<file path="src/rtl/regfile_wb_queue.sv">
`default_nettype none
// ============================================================================
// Module      : regfile_wb_queue
// Description : Two-producer writeback FIFO feeding the single register file
//               write port, with read-after-write hazard probes.
// Revision    : 1.0 - initial release
// ============================================================================
module regfile_wb_queue #(
    parameter int DEPTH  = 4,
    parameter int ADDR_W = 4,
    parameter int DATA_W = 32
) (
    input  logic              clk,
    input  logic              rst,
    input  logic              a_valid,
    output logic              a_ready,
    input  logic [ADDR_W-1:0] a_addr,
    input  logic [DATA_W-1:0] a_data,
    input  logic              b_valid,
    output logic              b_ready,
    input  logic [ADDR_W-1:0] b_addr,
    input  logic [DATA_W-1:0] b_data,
    output logic [ADDR_W-1:0] addr_w,
    output logic [DATA_W-1:0] data_w,
    output logic              write_en,
    input  logic [ADDR_W-1:0] chk_addr_a,
    input  logic [ADDR_W-1:0] chk_addr_b,
    output logic              pend_a,
    output logic              pend_b,
    output logic              idle
);

    localparam int PTR_W = (DEPTH > 1) ? $clog2(DEPTH) : 1;
    localparam int CNT_W = $clog2(DEPTH + 1);

    logic [ADDR_W-1:0] r_addr_mem [DEPTH];
    logic [DATA_W-1:0] r_data_mem [DEPTH];
    logic [PTR_W-1:0]  r_head;
    logic [PTR_W-1:0]  r_tail;
    logic [CNT_W-1:0]  r_count;

    logic [CNT_W-1:0]  w_free;
    logic              w_a_push;
    logic              w_b_push;
    logic              w_pop;
    logic [PTR_W-1:0]  w_b_slot;
    logic [PTR_W-1:0]  w_off [DEPTH];
    logic [DEPTH-1:0]  w_occ;

    // Free space ignores a same-cycle pop so the queue can never overfill.
    assign w_free   = CNT_W'(DEPTH) - r_count;
    assign a_ready  = (w_free != '0);
    assign b_ready  = (w_free >= CNT_W'(2)) | ((w_free != '0) & ~a_valid);

    // R0 writes complete their handshake but never occupy a slot.
    assign w_a_push = a_valid & a_ready & (a_addr != '0);
    assign w_b_push = b_valid & b_ready & (b_addr != '0);
    assign w_pop    = (r_count != '0);
    assign w_b_slot = r_tail + PTR_W'(w_a_push);

    always_ff @(posedge clk) begin
        if (rst) begin
            r_head   <= '0;
            r_tail   <= '0;
            r_count  <= '0;
            write_en <= 1'b0;
            addr_w   <= '0;
            data_w   <= '0;
        end else begin
            if (w_pop) begin
                addr_w   <= r_addr_mem[r_head];
                data_w   <= r_data_mem[r_head];
                write_en <= 1'b1;
                r_head   <= r_head + PTR_W'(1);
            end else begin
                write_en <= 1'b0;
            end
            r_tail  <= r_tail + PTR_W'(w_a_push) + PTR_W'(w_b_push);
            r_count <= r_count + CNT_W'(w_a_push) + CNT_W'(w_b_push) - CNT_W'(w_pop);
        end
    end

    always_ff @(posedge clk) begin
        if (w_a_push) begin
            r_addr_mem[r_tail] <= a_addr;
            r_data_mem[r_tail] <= a_data;
        end
        if (w_b_push) begin
            r_addr_mem[w_b_slot] <= b_addr;
            r_data_mem[w_b_slot] <= b_data;
        end
    end

    // A slot is occupied when its distance from head is below count.
    for (genvar gi = 0; gi < DEPTH; gi++) begin : g_occ
        assign w_off[gi] = PTR_W'(gi) - r_head;
        assign w_occ[gi] = (CNT_W'(w_off[gi]) < r_count);
    end

    always_comb begin
        pend_a = write_en & (addr_w == chk_addr_a);
        pend_b = write_en & (addr_w == chk_addr_b);
        for (int i = 0; i < DEPTH; i++) begin
            if (w_occ[i] && (r_addr_mem[i] == chk_addr_a)) pend_a = 1'b1;
            if (w_occ[i] && (r_addr_mem[i] == chk_addr_b)) pend_b = 1'b1;
        end
        if (chk_addr_a == '0) pend_a = 1'b0;
        if (chk_addr_b == '0) pend_b = 1'b0;
    end

    assign idle = (r_count == '0) & ~write_en;

endmodule
`default_nettype wire

</file>
<file path="config.mk">
export PLATFORM = sky130hd
export DESIGN_NAME = regfile_wb_queue
export DESIGN_NICKNAME = d
export VERILOG_FILES = /design/src/rtl/regfile_wb_queue.sv
export SDC_FILE = /design/constraint.sdc
export NUM_CORES = 1
export LEC_CHECK = 0
export ABC_AREA = 0
export CAP_MARGIN = 10
export CORE_MARGIN = 4
export CORE_UTILIZATION = 69
export DETAILED_ROUTE_END_ITERATION = 10
export DONT_BUFFER_PORTS = 1
export PLACE_DENSITY = 0.89
export SKIP_CTS_REPAIR_TIMING = 1
export SYNTH_ARGS = -nofsm -noshare
export SYNTH_HDL_FRONTEND = slang
export SYNTH_SLANG_ARGS = --single-unit
</file>
<file path="constraint.sdc">
create_clock -name clk -period 13.8 [get_ports clk]
set_clock_uncertainty 0.1 [all_clocks]
set_input_delay 2.76 -clock clk [delete_from_list [all_inputs] [get_ports clk]]
set_output_delay 2.76 -clock clk [all_outputs]
set_load 0.005 [all_outputs]
</file>
* After elaboration in Yosys (flattened, before gate mapping)
Memories as Yosys holds them, arrays and structs flattened. A register that Yosys moved wholly into a read port is not among the register bits. Index checks and enable logic that the tools add are counted.
Word-level totals: bits in registers 8, memory bits (writable) 144, input bits 84, word-level logic and storage cells 73, memories kept 2
Cells by class: add/subtract/negate cells 11, order comparisons 5, equal/unequal tests 10, multiplexer cells 15, bitwise logic cells 11, reduce and logical (&&, ||, !) cells 15
Memory list:
- r_data_mem | depth 4, width 32, read ports 1, clocked after Yosys merged registers in 1, write ports 2, RTL line 37 | logic [DATA_W-1:0] r_data_mem [DEPTH];
- r_addr_mem | depth 4, width 4, read ports 5, clocked after Yosys merged registers in 1, write ports 2, RTL line 36 | logic [ADDR_W-1:0] r_addr_mem [DEPTH];
Operator list (number):
- equality test 4 bit | 10
- 2-to-1 mux 1 bit | 15
- less-than comparator 2 x 3 -> 1 bit | 4
- AND 1 bit | 8
- logical AND 1 bit | 8
- zero test 4 bit | 2
- nonzero test 4 bit | 2
- adder 3 x 1 -> 3 bit | 2
- nonzero test 3 bit | 2
- adder 2 x 1 -> 2 bit | 2
- subtractor 1 x 2 -> 2 bit, first input constant | 2
- subtractor 2 bit, first input constant | 2
- greater-or-equal comparator 3 x 2 -> 1 bit, second input constant | 1
- zero test 3 bit | 1
- subtractor 3 x 1 -> 3 bit | 1
- subtractor 3 bit, first input constant | 1
- adder 2 x 1 -> 2 bit, second input constant | 1
- NOT 1 bit | 2
- OR 1 bit | 1

* Longest topological paths before layout
Gate-level depths: netlist (run 1).
word-level depth 8, depth in mapped cells 12, mapped depth without buffers 12

* Worst setup path after synthesis (run 1)
Ideal clock, no wire load.
kind input-to-output, start point input chk_addr_a[2], end point output pend_a, arrival time 3.771 ns, required time 10.940 ns, path slack 7.169 ns, stages on the path 6, buffers on the path 1, cell sequence clkbuf_1 xor2_1 nor4_1 o21ai_0 and3_1 a31oi_1
On the way: cells in the longest elaborated chain, start to end 7, elaborated cells on any way between the ends 16, those cells by class eq/ne (5); mux (5); bitwise (1); reduce/logical (5)
Ends and longest elaborated chain:
- from (decl) | RTL line 26 | input logic [ADDR_W-1:0] chk_addr_a,
- equality test 4 bit, on equally long branches | RTL line 101, 104
- AND 1 bit or logical AND 1 bit (tied branches) | RTL line 101, 104
- 2-to-1 mux 1 bit (4 in a row) | RTL line 104 | if (w_occ[i] && (r_addr_mem[i] == chk_addr_a)) pend_a = 1'b1;
- 2-to-1 mux 1 bit (*) | RTL line 107 | if (chk_addr_a == '0) pend_a = 1'b0;
- to (decl) | RTL line 28 | output logic pend_a,
Mark *: on every way between the ends. The rest lies on a longest branch, timed or not.

* Worst setup path after layout (run 1)
start point input chk_addr_b[3], end point output pend_b
On the way: cells in the longest elaborated chain, start to end 7, elaborated cells on any way between the ends 16, those cells by class eq/ne (5); mux (5); bitwise (1); reduce/logical (5)
Ends and longest elaborated chain:
- from (decl) | RTL line 27 | input logic [ADDR_W-1:0] chk_addr_b,
- equality test 4 bit, on equally long branches | RTL line 102, 105
- AND 1 bit or logical AND 1 bit (tied branches) | RTL line 102, 105
- 2-to-1 mux 1 bit (4 in a row) | RTL line 105 | if (w_occ[i] && (r_addr_mem[i] == chk_addr_b)) pend_b = 1'b1;
- 2-to-1 mux 1 bit (*) | RTL line 108 | if (chk_addr_b == '0) pend_b = 1'b0;
- to (decl) | RTL line 29 | output logic pend_b,
Marked as above.

==> results of run 1 <==
## cell type report
cell class | instances | area, um2
Sequential cell | 188 | 5210
Timing Repair Buffer | 7 | 52.6
Tap cell | 176 | 220
Multi-Input combinational cell | 408 | 3960
Fill cell | 795 | 3190
Clock buffer | 19 | 443
Inverter | 12 | 50.0
Clock inverter | 13 | 173
## cell usage after synthesis
cell type	n	area share [%]
o21bai_1	2	0.16
nor3_4	2	0.34
clkbuf_8	2	0.29
o21ai_0	9	0.48
clkbuf_1	24	0.95
buf_1	2	0.080
a31oi_1	2	0.13
nor3_1	3	0.16
xnor2_1	8	0.74
clkinv_4	1	0.093
nor4_1	10	0.66
nand3_1	2	0.11
buf_6	11	1.3
fa_1	2	0.42
inv_1	11	0.44
mux2_2	123	15
nor2b_1	3	0.20
or4_1	2	0.16
nor2_1	8	0.32
and3_1	4	0.27
edfxtp_1	144	46
o211ai_2	1	0.13
mux2_4	21	3.3
buf_2	4	0.21
nand2_1	76	3.0
nand2b_1	2	0.13
xor2_1	39	3.6
mux4_2	36	8.6
nand3_2	2	0.21
a21oi_1	40	2.1
ha_1	11	1.5
dfxtp_1	44	9.3
## power groups by stage
stage | Combinational, mW | Clock [mW] | Sequential, mW
floorplan | 0.686 | 0 | 0.969
global placement | 0.788 | 0 | 1.04
detailed placement | 0.814 | 0 | 1.05
CTS | 0.822 | 0.512 | 1.04
global route | 0.888 | 0.540 | 1.07
finish | 0.819 | 0.511 | 1.04
## kinds of logic after synthesis
kind of cell    after synthesis  synth area share (%)
flops                       188                  55.2
fa+ha+maj                    13                  1.88
xor+xnor                     47                  4.36
buf+inv                      55                  3.38
compound gates               54                  3.02
mux                         180                  26.6
simple gates                114                  5.58
## critical path, stage by stage
cell and delay (ns):
xor2_1 0.13, nor4_1 0.33, o21ai_0 0.15, and3_1 0.18, a31oi_1 0.19
## per-stage QoR
| step | hold WS (ns) | utilization, % |
|---|---|---|
| after floorplan | 0.357 | - |
| after global placement | 0.367 | 71.4 |
| after detailed placement | 0.370 | 71.4 |
| after CTS | 0.382 | 76.0 |
| after global routing | 0.394 | 76.0 |
| final | 0.378 | 76.0 |
## registers in the layout, summed over array words and instances, names as in the netlist
register,flops
data_w,32
addr_w,4
r_tail,2
write_en,1
r_addr_mem,16
r_head,2
r_data_mem,128
r_count,3
## worst paths after layout
path / slack [ns] / cells past startpoint / start / to
setup / recovery: 7.19 / 5 / chk_addr_b[3] / pend_b
hold / removal: 0.38 / 2 / data_w[5] / data_w[5]
setup reg to reg: 9.20 / 10 / r_count[1] / r_data_mem[3][5]
hold reg to reg: 0.38 / 2 / data_w[5] / data_w[5]
## routing by layer
metal	up-vias	track usage (%)	part of all wire, %
met5	-	0	0
met4	0	8.55	1.4
met3	29	7.46	7.7
met2	186	48.8	53
met1	2722	32.9	38
li1	2395	-	-
==> impl_metrics.ini, run 1 <==
[sta]
setup_tns_ns = 0
fmax_mhz = 151
finalHoldViolCount = 0
slew_headroom_pct = 19.5
worst_slew_pin_slew_ns = 1.21
slew_violations = 0
timing.final.ws_setup_ns = 7.19
layout_min_cycle_time_ns = 6.61
setup_viol_count_final = 0
finalCritPeriodShare_pct = 47.9
rsz0062_at_grt = no

[clock_network]
root_buffer = clkbuf_16
clk_latency_ns = 0.43
clkTransAtPathRegs_ns = 0.06
cts_inserted_buffers = 17
clock_path_buffers = 2
numClockSinks = 188
htree_levels = 4
cts_tree = built

[power]
ir_drop_mv = 0.128
p_per_area_nw_per_um2 = 235
seqPwrFrac_pct = 43.9
clkPwrFrac_pct = 21.6
power_leakage_nw = 3.47
total_power_mw = 2.37
switchingPower_mw = 0.796
internal-power_mw = 1.57
power_switching_share_pct = 33.6
pwr-share-comb_pct = 34.6

[logic_synthesis]
syn_area_per_cell_um2 = 14.5
seq_area_frac_synth_pct = 55.2
syn_nets = 748
synth_warnings = 0
netlist-cell-type-count = 32
ys_ff_latch = 188
synth_cells = 651
synth_area_um2 = 9440

[critical_path]
start_kind = input pin
required_ns = 10.94
critPathKind = in -> out
worstPathArrival_ns = 3.75
cp-end-kind = primary output
crit_fanout = 6

[place]
place_ws_ns = 7.03
dpl_cell_area_um2 = 9490
dp_hpwl_um = 12500
port_buffers = 0
place_congestion = 0.928
dpl.cell_count = 791

[detailed_routing]
drc_errors = 0
vias = 5332
viasPerCell = 6.48
drtIter0Drc = 420
drtPass1Iterations = 4
drt_wl_total_um = 20900
wl_per_cell_um = 25.3
ant_nets = 0

[cells_and_area]
final_cell_mix = 144 x edfxtp_1, 123 x mux2_2, 76 x nand2_1
drive_gt1_share_pct = 35.5
final_common_cell = edfxtp_1
fin_area_um2 = 10100
diodes = 0
final_nets = 731
area_delta_synth_final_pct = 7.12
final_cells = 823

[global_routing]
antenna_found_initial = 0
grtUsageTotal_pct = 27.5
grt_pass1_wl_um = 32900
grt_pass1_vias = 5862
overflow = 0
grt_max_degree = 45

[die]
rows = 42
ios = 126
fp.coreArea_um2 = 13300
fp.dieH_um = 125
die-area_um2 = 15600
die-width_um = 125
initial_utilization_pct = 71.0

[run]
max_cap_violations = 0

[hold_path]
hold_class = reg -> reg

[run_status]
status = finished, final reports clean
Note: power is estimated with default switching activity, not from simulation.
==> run 2: changes to the inputs <==
--- a/config.mk
+++ b/config.mk
@@ -8,10 +8,10 @@
 export ABC_AREA = 0
 export CAP_MARGIN = 10
 export CORE_MARGIN = 4
-export CORE_UTILIZATION = 69
+export CORE_UTILIZATION = 58
 export DETAILED_ROUTE_END_ITERATION = 10
 export DONT_BUFFER_PORTS = 1
-export PLACE_DENSITY = 0.89
+export PLACE_DENSITY = 0.8
 export SKIP_CTS_REPAIR_TIMING = 1
 export SYNTH_ARGS = -nofsm -noshare
 export SYNTH_HDL_FRONTEND = slang
==> constraint.sdc (replaced) <==
create_clock -name clk -period 5.75 [get_ports clk]
set_clock_uncertainty 0.1 [all_clocks]
set_input_delay 1.15 -clock clk [delete_from_list [all_inputs] [get_ports clk]]
set_output_delay 1.15 -clock clk [all_outputs]
set_load 0.005 [all_outputs]
==> impl_metrics.ini, run 2 (synthesis results as in run 1) <==
[hold_path]
holdCritStartpoint = data_w[25]
hold_class = reg -> reg

[sta]
worst_slew_pin_slew_ns = 1.13
timing.final.ws_setup_ns = 1.75
finalCritPeriodShare_pct = 69.6
whs_ns = 0.374
slew_violations = 0
layout_min_cycle_time_ns = 4.00
rsz0062_at_grt = no
setup_viol_count_final = 0
fmax_mhz = 250
slew_headroom_pct = 24.4
finalHoldViolCount = 0
setup_tns_ns = 0

[power]
ir_drop_mv = 0.259
p_per_area_nw_per_um2 = 545
power_leakage_nw = 3.45

[cells_and_area]
final_cells = 866
diodes = 0
largest_reg_flops = 128
final_common_cell = edfxtp_1
drive_gt1_share_pct = 36.0
area_delta_synth_final_pct = 7.35
final_cell_mix = 144 x edfxtp_1, 123 x mux2_2, 76 x nand2_1
reg_top3 = r_data_mem x128, data_w x32, r_addr_mem x16
largest-register = r_data_mem
final_nets = 734

[critical_path]
worstPathArrival_ns = 2.75
required_ns = 4.50
cp-end-kind = primary output
crit_start = r_head[1]
cp_top_family = flip-flops
critPathKind = reg -> out
slowest_delay_ns = 1.08
cp_cell_sequence = xnor2_1, inv_1, ha_1, a21oi_1, o21ai_0, and3_1, a31oi_1
cp_num_buf_inv = 1
timing.rr.start = r_count[1]
crit_fanout = 40
start_kind = flop
cp_slowest_cell = dfxtp_2

[detailed_routing]
drc_errors = 0
drt_wl_total_um = 20500
viasPerCell = 6.18
wl_per_cell_um = 23.7
vias = 5348
drtIter0Drc = 306
ant_nets = 0
drtPass1Iterations = 5

[run_status]
status = finished, final reports clean

[clock_network]
htree_levels = 4
clock_path_buffers = 2
cts_inserted_buffers = 17
root_buffer = clkbuf_16
clkTransAtPathRegs_ns = 0.07
clk_latency_ns = 0.43
numClockSinks = 188
cts_tree = built

[die]
die-area_um2 = 18400
initial_utilization_pct = 59.4
fp.dieH_um = 136
ios = 126
fp.coreArea_um2 = 15900
die-width_um = 136
rows = 46

[place]
dpl.cell_count = 833
place_congestion = 0.813
place_ws_ns = 1.37
dp_hpwl_um = 12700
port_buffers = 0

[global_routing]
grt_pass1_vias = 5810
antenna_found_initial = 0
overflow = 0
grtUsageTotal_pct = 23.1
grt_max_degree = 45
grt_pass1_wl_um = 32000

[run]
max_cap_violations = 0
-- run 2: changes by cell type in the layout (fill, tap and decap cells not counted), sizes merged --
cell,change
buf,+3
bufinv,-4
clkinv,-2
clkinvlp,+3
inv,+3
-- run 2: layer usage --
| metal | wire length, um | GRT usage (%) | vias up | part of all wire, % |
|---|---|---|---|---|
| li1 | - | - | 2409 | - |
| met1 | 8040 | 27.5 | 2712 | 39 |
| met2 | 10500 | 39.6 | 194 | 51 |
| met3 | 1620 | 8.28 | 33 | 7.9 |
| met4 | 397 | 7.22 | 0 | 1.9 |
| met5 | 0 | 0 | - | 0 |
-- run 2: worst paths after layout --
check               end  slack, ns  cells past startpoint
max              pend_b       1.75                      7
min          data_w[25]       0.37                      2
max reg2reg  r_count[1]       1.83                     10
min reg2reg  data_w[25]       0.37                      2
-- run 2: final cells by class --
class                   instances  area (um2)
well taps                     216         270
flip-flops and latches        188        5210
multi-input cells             408        3960
clock buffers                  19         453
inverters                      12        50.0
repair buffers                 10        95.1
clock inverters                13        93.8
fillers                      1170        5760
-- run 2: where the power goes --
| group | switching, mW | total [mW] | internal [mW] |
|---|---|---|---|
| combinational | 1.08 | 2.04 | 0.956 |
| clock | 0.506 | 1.08 | 0.577 |
| sequential | 0.302 | 2.40 | 2.10 |
-- run 2: stage by stage --
| step | total power [mW] | area (um2) | util [%] |
|---|---|---|---|
| 2_1_floorplan | 3.97 | 9440 | - |
| 3_3_place_gp | 4.39 | 9560 | 60.2 |
| 3_5_place_dp | 4.47 | 9560 | 60.2 |
| 4_1_cts | 5.55 | 10100 | 63.6 |
| 5_1_grt | 5.85 | 10100 | 63.8 |
| 6_report | 5.53 | 10100 | 63.8 |
-- run 2: worst reg2reg max path: cells and delay by family (launching register included) --
kind / cells / cell delay (ns)
adder cells (fa/ha/maj): 5 / 2.11
buffers and inverters: 4 / 1.14
flip-flops: 1 / 0.33
AND/OR/NAND/NOR: 1 / 0.14
